--- src/rtl/pipe_stage_chain.sv ---
`default_nettype none
// ============================================================================
//  Module      : pipe_stage_chain
//  Description : N-stage pipeline register chain. Each stage carries
//                {data, dest, reg_wr} plus a valid bit. Supports stall,
//                flush, drain-on-halt and a combinational RAW forwarding
//                lookup for two source operands.
//  Ports       : clk, rst (async, active-high)
//                in_valid/in_data/in_dest/in_reg_wr/in_ready : stage-0 intake
//                stall, flush, halt_sys                       : control
//                src1/src2 -> fwd1_hit/fwd1_data, fwd2_hit/fwd2_data
//                out_valid/out_data/out_dest/out_reg_wr       : last stage
//                halted                                       : FSM in HALTED
//  Option      : PIPE_PERF_EN adds perf_stall_cnt / perf_bubble_cnt outputs.
//  Revision    : 1.0 - initial release
// ============================================================================
module pipe_stage_chain #(
    parameter int STAGES   = 3,
    parameter int DATA_W   = 32,
    parameter int REG_W    = 3,
    parameter int ZERO_REG = 1
) (
    input  logic              clk,
    input  logic              rst,
    input  logic              in_valid,
    input  logic [DATA_W-1:0] in_data,
    input  logic [REG_W-1:0]  in_dest,
    input  logic              in_reg_wr,
    output logic              in_ready,
    input  logic              stall,
    input  logic              flush,
    input  logic              halt_sys,
    input  logic [REG_W-1:0]  src1,
    input  logic [REG_W-1:0]  src2,
    output logic              fwd1_hit,
    output logic [DATA_W-1:0] fwd1_data,
    output logic              fwd2_hit,
    output logic [DATA_W-1:0] fwd2_data,
    output logic              out_valid,
    output logic [DATA_W-1:0] out_data,
    output logic [REG_W-1:0]  out_dest,
    output logic              out_reg_wr,
    output logic              halted
`ifdef PIPE_PERF_EN
    ,
    output logic [15:0]       perf_stall_cnt,
    output logic [15:0]       perf_bubble_cnt
`endif
);

    localparam logic [1:0] S_RUN    = 2'd0;
    localparam logic [1:0] S_DRAIN  = 2'd1;
    localparam logic [1:0] S_HALTED = 2'd2;

    logic [1:0] state_q, state_d;

    logic [STAGES-1:0]             valid_q,  valid_d;
    logic [STAGES-1:0]             reg_wr_q, reg_wr_d;
    logic [STAGES-1:0][DATA_W-1:0] data_q,   data_d;
    logic [STAGES-1:0][REG_W-1:0]  dest_q,   dest_d;

    logic accept;

    // ------------------------------------------------------------------
    // Stage next-state: flush beats stall beats advance. HALTED freezes.
    // ------------------------------------------------------------------
    always_comb begin
        valid_d  = valid_q;
        reg_wr_d = reg_wr_q;
        data_d   = data_q;
        dest_d   = dest_q;
        accept   = in_valid && in_ready;
        if (flush) begin
            valid_d = '0;
        end else if (!stall && (state_q != S_HALTED)) begin
            for (int i = 1; i < STAGES; i++) begin
                valid_d[i]  = valid_q[i-1];
                reg_wr_d[i] = reg_wr_q[i-1];
                data_d[i]   = data_q[i-1];
                dest_d[i]   = dest_q[i-1];
            end
            // Payload is loaded even for a bubble; valid alone marks liveness.
            valid_d[0]  = accept;
            reg_wr_d[0] = in_reg_wr;
            data_d[0]   = in_data;
            dest_d[0]   = in_dest;
        end
    end

    always_ff @(posedge clk or posedge rst) begin
        if (rst) begin
            valid_q  <= '0;
            reg_wr_q <= '0;
            data_q   <= '0;
            dest_q   <= '0;
        end else begin
            valid_q  <= valid_d;
            reg_wr_q <= reg_wr_d;
            data_q   <= data_d;
            dest_q   <= dest_d;
        end
    end

    // ------------------------------------------------------------------
    // FSM: state register / next-state / outputs
    // ------------------------------------------------------------------
    always_ff @(posedge clk or posedge rst) begin
        if (rst) begin
            state_q <= S_RUN;
        end else begin
            state_q <= state_d;
        end
    end

    always_comb begin
        state_d = state_q;
        case (state_q)
            S_RUN: begin
                if (halt_sys) begin
                    state_d = S_DRAIN;
                end
            end
            S_DRAIN: begin
                // Look at the post-edge valid bits so a flush or the final
                // shift-out lands in HALTED on this same edge.
                if (valid_d == '0) begin
                    state_d = S_HALTED;
                end
            end
            S_HALTED: state_d = S_HALTED;
            default:  state_d = S_RUN;
        endcase
    end

    always_comb begin
        in_ready = (state_q == S_RUN) && !stall && !halt_sys;
        halted   = (state_q == S_HALTED);
    end

    // ------------------------------------------------------------------
    // Output stage
    // ------------------------------------------------------------------
    always_comb begin
        out_valid  = valid_q[STAGES-1];
        out_data   = data_q[STAGES-1];
        out_dest   = dest_q[STAGES-1];
        out_reg_wr = valid_q[STAGES-1] && reg_wr_q[STAGES-1];
    end

    // ------------------------------------------------------------------
    // Forwarding lookup. Scanning from oldest to youngest lets the
    // youngest matching stage overwrite any older match.
    // ------------------------------------------------------------------
    always_comb begin
        fwd1_hit  = 1'b0;
        fwd1_data = '0;
        fwd2_hit  = 1'b0;
        fwd2_data = '0;
        for (int i = STAGES - 1; i >= 0; i--) begin
            if (valid_q[i] && reg_wr_q[i] && (dest_q[i] == src1)) begin
                fwd1_hit  = 1'b1;
                fwd1_data = data_q[i];
            end
            if (valid_q[i] && reg_wr_q[i] && (dest_q[i] == src2)) begin
                fwd2_hit  = 1'b1;
                fwd2_data = data_q[i];
            end
        end
        if ((ZERO_REG != 0) && (src1 == '0)) begin
            fwd1_hit  = 1'b0;
            fwd1_data = '0;
        end
        if ((ZERO_REG != 0) && (src2 == '0)) begin
            fwd2_hit  = 1'b0;
            fwd2_data = '0;
        end
    end

`ifdef PIPE_PERF_EN
    // ------------------------------------------------------------------
    // Saturating performance counters, cleared by rst and flush.
    // ------------------------------------------------------------------
    logic [15:0] perf_stall_q,  perf_stall_d;
    logic [15:0] perf_bubble_q, perf_bubble_d;

    always_comb begin
        perf_stall_d  = perf_stall_q;
        perf_bubble_d = perf_bubble_q;
        if (flush) begin
            perf_stall_d  = '0;
            perf_bubble_d = '0;
        end else begin
            if (stall && (state_q == S_RUN) && (perf_stall_q != 16'hFFFF)) begin
                perf_stall_d = perf_stall_q + 16'd1;
            end
            if (!valid_q[STAGES-1] && (state_q == S_RUN) && (perf_bubble_q != 16'hFFFF)) begin
                perf_bubble_d = perf_bubble_q + 16'd1;
            end
        end
    end

    always_ff @(posedge clk or posedge rst) begin
        if (rst) begin
            perf_stall_q  <= '0;
            perf_bubble_q <= '0;
        end else begin
            perf_stall_q  <= perf_stall_d;
            perf_bubble_q <= perf_bubble_d;
        end
    end

    always_comb begin
        perf_stall_cnt  = perf_stall_q;
        perf_bubble_cnt = perf_bubble_q;
    end
`endif

endmodule
`default_nettype wire

--- config.mk ---
export PLATFORM = sky130hd
export DESIGN_NAME = pipe_stage_chain
export DESIGN_NICKNAME = d
export VERILOG_FILES = /design/src/rtl/pipe_stage_chain.sv
export SDC_FILE = /design/constraint.sdc
export NUM_CORES = 1
export LEC_CHECK = 0
export ABC_AREA = 1
export CAP_MARGIN = 20
export CELL_PAD_IN_SITES_DETAIL_PLACEMENT = 1
export CELL_PAD_IN_SITES_GLOBAL_PLACEMENT = 2
export CORE_MARGIN = 4
export CORE_UTILIZATION = 30
export CTS_CLUSTER_SIZE = 28
export DETAILED_ROUTE_END_ITERATION = 6
export PLACE_DENSITY = 0.85
export SLEW_MARGIN = 20
export SYNTH_ARGS = -nofsm -noshare
export SYNTH_HDL_FRONTEND = slang
export SYNTH_SLANG_ARGS = --single-unit
--- constraint.sdc ---
create_clock -name clk -period 8.9 [get_ports clk]
set_clock_uncertainty 0.1 [all_clocks]
set_input_delay 2.225 -clock clk [delete_from_list [all_inputs] [get_ports clk]]
set_output_delay 2.225 -clock clk [all_outputs]
set_load 0.02 [all_outputs]
==> impl_results.md <==
- CTS tree: yes
- CTS Buffer Depth: 2
- CP Cell Sequence: clkdlybuf4s50_1 -> inv_2 -> nor2_1 -> nor2_2 -> nand2_2 -> nand3_2 -> nand3_1 -> nor2_1 -> clkdlybuf4s50_1
- Wire per inst: 17.32 um
- Pre-Repair DR Iteration Count: 5
- Setup TNS: 0 ps
- Reg2reg path depth: 7
- CTS clk-pin slew, worst paths: approximately 50 ps
- Synth cell types: 25
- Fmax: between 0.1 and 0.15 GHz
- Post-route DRC: 0
- Fill count: 2853
- Gate count of the mapped netlist: 1012
- Via count: 6777
- FF-to-FF Start: state_q[0]
- Nets@finish: ~1100
- Post-synthesis register bit count: between 100 and 150
- Hold depth: 2
- Slew @ Worst Pin: ~1000 ps
- Initial antenna violation count: 1
- Arrival @ worst endpoint: about 5400 ps
- Worst Setup SP: src2[1]
- Num rows: 55
- RSZ-0062 raised after global routing: false
- Rel. slew slack: 0.3321
- Synth-to-Final Area Change: 29.41%
- Maximum VDD drop: 0.1460 mV
- CP Class: in2out
- Vias in the first global route: slightly below 7000
- Clock Sinks: 113
- Mapped cell area: a little under 0.007 mm2
- Die width: around 160 um
- Mean post-synth cell area: 6.852 um2
- H-Tree Depth: 4
- IO Pins: ~150
- 1st-iter DRT viols: 343
- Post-DP HPWL: about 15 mm
- CP Max Fanout: 33
- Crit path launch type: primary input
- First-pass GRT wire length: just under 40 mm
- R2R Path End: data_q[27]
- Minimum clock period: around 7700 ps
- TritonCTS Buffers: 17
- Max-cap viol count: 0
- Clock Latency Late Sink: between 400 and 500 ps
- Synthesized Nets: roughly 1100
- Hold Crit Start: data_q[32]
- Die height: roughly 160 um
- Cts repair resizes: 0
- Diodes inserted: 0
- Via density per instance: approximately 4.9
- Post-route ant nets: 0
- Worst Setup End Kind: output port
- Pin count of the biggest net entering global routing: 92
- Slowest cell delay on critical path: about 870 ps
- Period utilization: 0.8657
- Post-CTS Hold Buffers: 0
- Final hold vios: 0
- End point of the critical path: fwd2_data[13]
- Final RePlAce weighted congestion: about 0.8
- Post CTS Setup Buffer Count: 0
- Status: completed
- YS warnings: 0
- Critical Path RT: about 6600 ps
- Layout cell share with drive strength beyond 1: 0.05797
- Commonest non-fill, non-tap cell in the layout: nand2_1
- R2R Setup Slk: roughly 6400 ps
- Final setup fails: 0
- Utilization after layout: 0.3952
- Die ar.: 0.02561 mm2
- GRT Total Usage: 0.1869
- Aggregate global routing overflow: 0
- Core Area: 0.02271 mm2
- Post-synthesis sequential area ratio: 0.4078
- Commonest non-fill, non-tap cells in the layout: nand2_1, nor2_1, clkdlybuf4s50_1
- Count of input and output buffers: 152
- Lkg Pwr: 4.030 nW
- Post-Route WL: approximately 24 mm
- Clk root buf: clkbuf_16
- Pins over their slew limit: 0
- Initial Utilization: 0.3053
- Worst min path class: reg2reg
- Slowest cell on crit path: nand3_2
- Cell Pwr Density: approximately 320 mW/mm2
-- per-layer routing --
metal  vias to the layer above  wire length [um]  part of all wire  global-route usage
met5                         -                12           0.00050                   0
met1                      3260             11160              0.46              0.2455
met3                        31              1063             0.044             0.04052
met2                       144             11430              0.48              0.3143
li1                       3340                 -                 -                   -
met4                         2               384             0.016             0.04693
-- how the worst min path moves through the flow --
stage,endpoint,slack [ps]
finish,data_q[32],380
global route,data_q[59],410
CTS,data_q[32],390
detailed placement,data_q[32],370
global placement,data_q[55],370
floorplan,data_q[32],350
-- synth_stat cells, drive strengths merged --
cell type	count	area share
inv	98	0.053
o21ai	137	0.099
clkinv	1	0.00054
nor2	180	0.10
buf	82	0.078
nand3	139	0.10
dfrtp	113	0.41
xor2	2	0.0025
a21oi	40	0.029
nand2	197	0.11
clkbuf	18	0.0097
ha	4	0.0072
mux2	1	0.0016
-- cells by family after synthesis --
| group | share of synthesized area |
|---|---|
| adders and majority gates | 0.007218 |
| xor gates and xnor gates | 0.002527 |
| buffers and inverters | 0.1409 |
| AOI/OAI and AO/OA | 0.1283 |
| DFF | 0.4078 |
| and+or+nand+nor | 0.3116 |
| muxes | 0.001624 |
-- critical path, delay by kind of cell --
kind                   cells  cell delay (ps)
buffers and inverters      3             1160
AND/OR/NAND/NOR            6             1960
-- report_power, final --
part	switching, W	total [W]	internal (W)
logic	0.000771	0.00121	0.000442
registers	0.000165	0.000919	0.000753
clock network	0.000257	0.000784	0.000527
total	0.00119	0.00292	0.00172
-- flip-flops by register name (all words and copies together) (netlist names) --
| register | count |
|---|---|
| data_q | 64 |
| dest_q | 6 |
| out_data | 32 |
| out_dest | 3 |
| reg_wr_q | 3 |
| state_q | 2 |
| valid_q | 3 |
-- final cells by class --
type / count / area (um2) / share of cell area
Multi-Input combinational cell: 700 / 3169 / 0.3532
Sequential cell: 113 / 2828 / 0.3151
Timing Repair Buffer: 160 / 1582 / 0.1762
Clock buffer: 23 / 488.0 / 0.05438
Inverter: 99 / 374.1 / 0.04169
Tap cell: 285 / 356.6 / 0.03974
Clock inverter: 9 / 176.4 / 0.01966
-- through the flow --
step	power (W)	instances	setup WS, ps	hold WS (ps)	area [um2]
after floorplan	0.001777	1012	3305	353.0	6934
after global placement	0.002117	1357	1254	366.1	8309
after detailed placement	0.002150	1357	1226	373.5	8309
after CTS	0.002947	1389	1181	386.1	8974
after global routing	0.003145	1389	928.6	406.5	8974
final	0.002916	1389	1195	383.7	8974
Power figures use the tool's default switching activity.
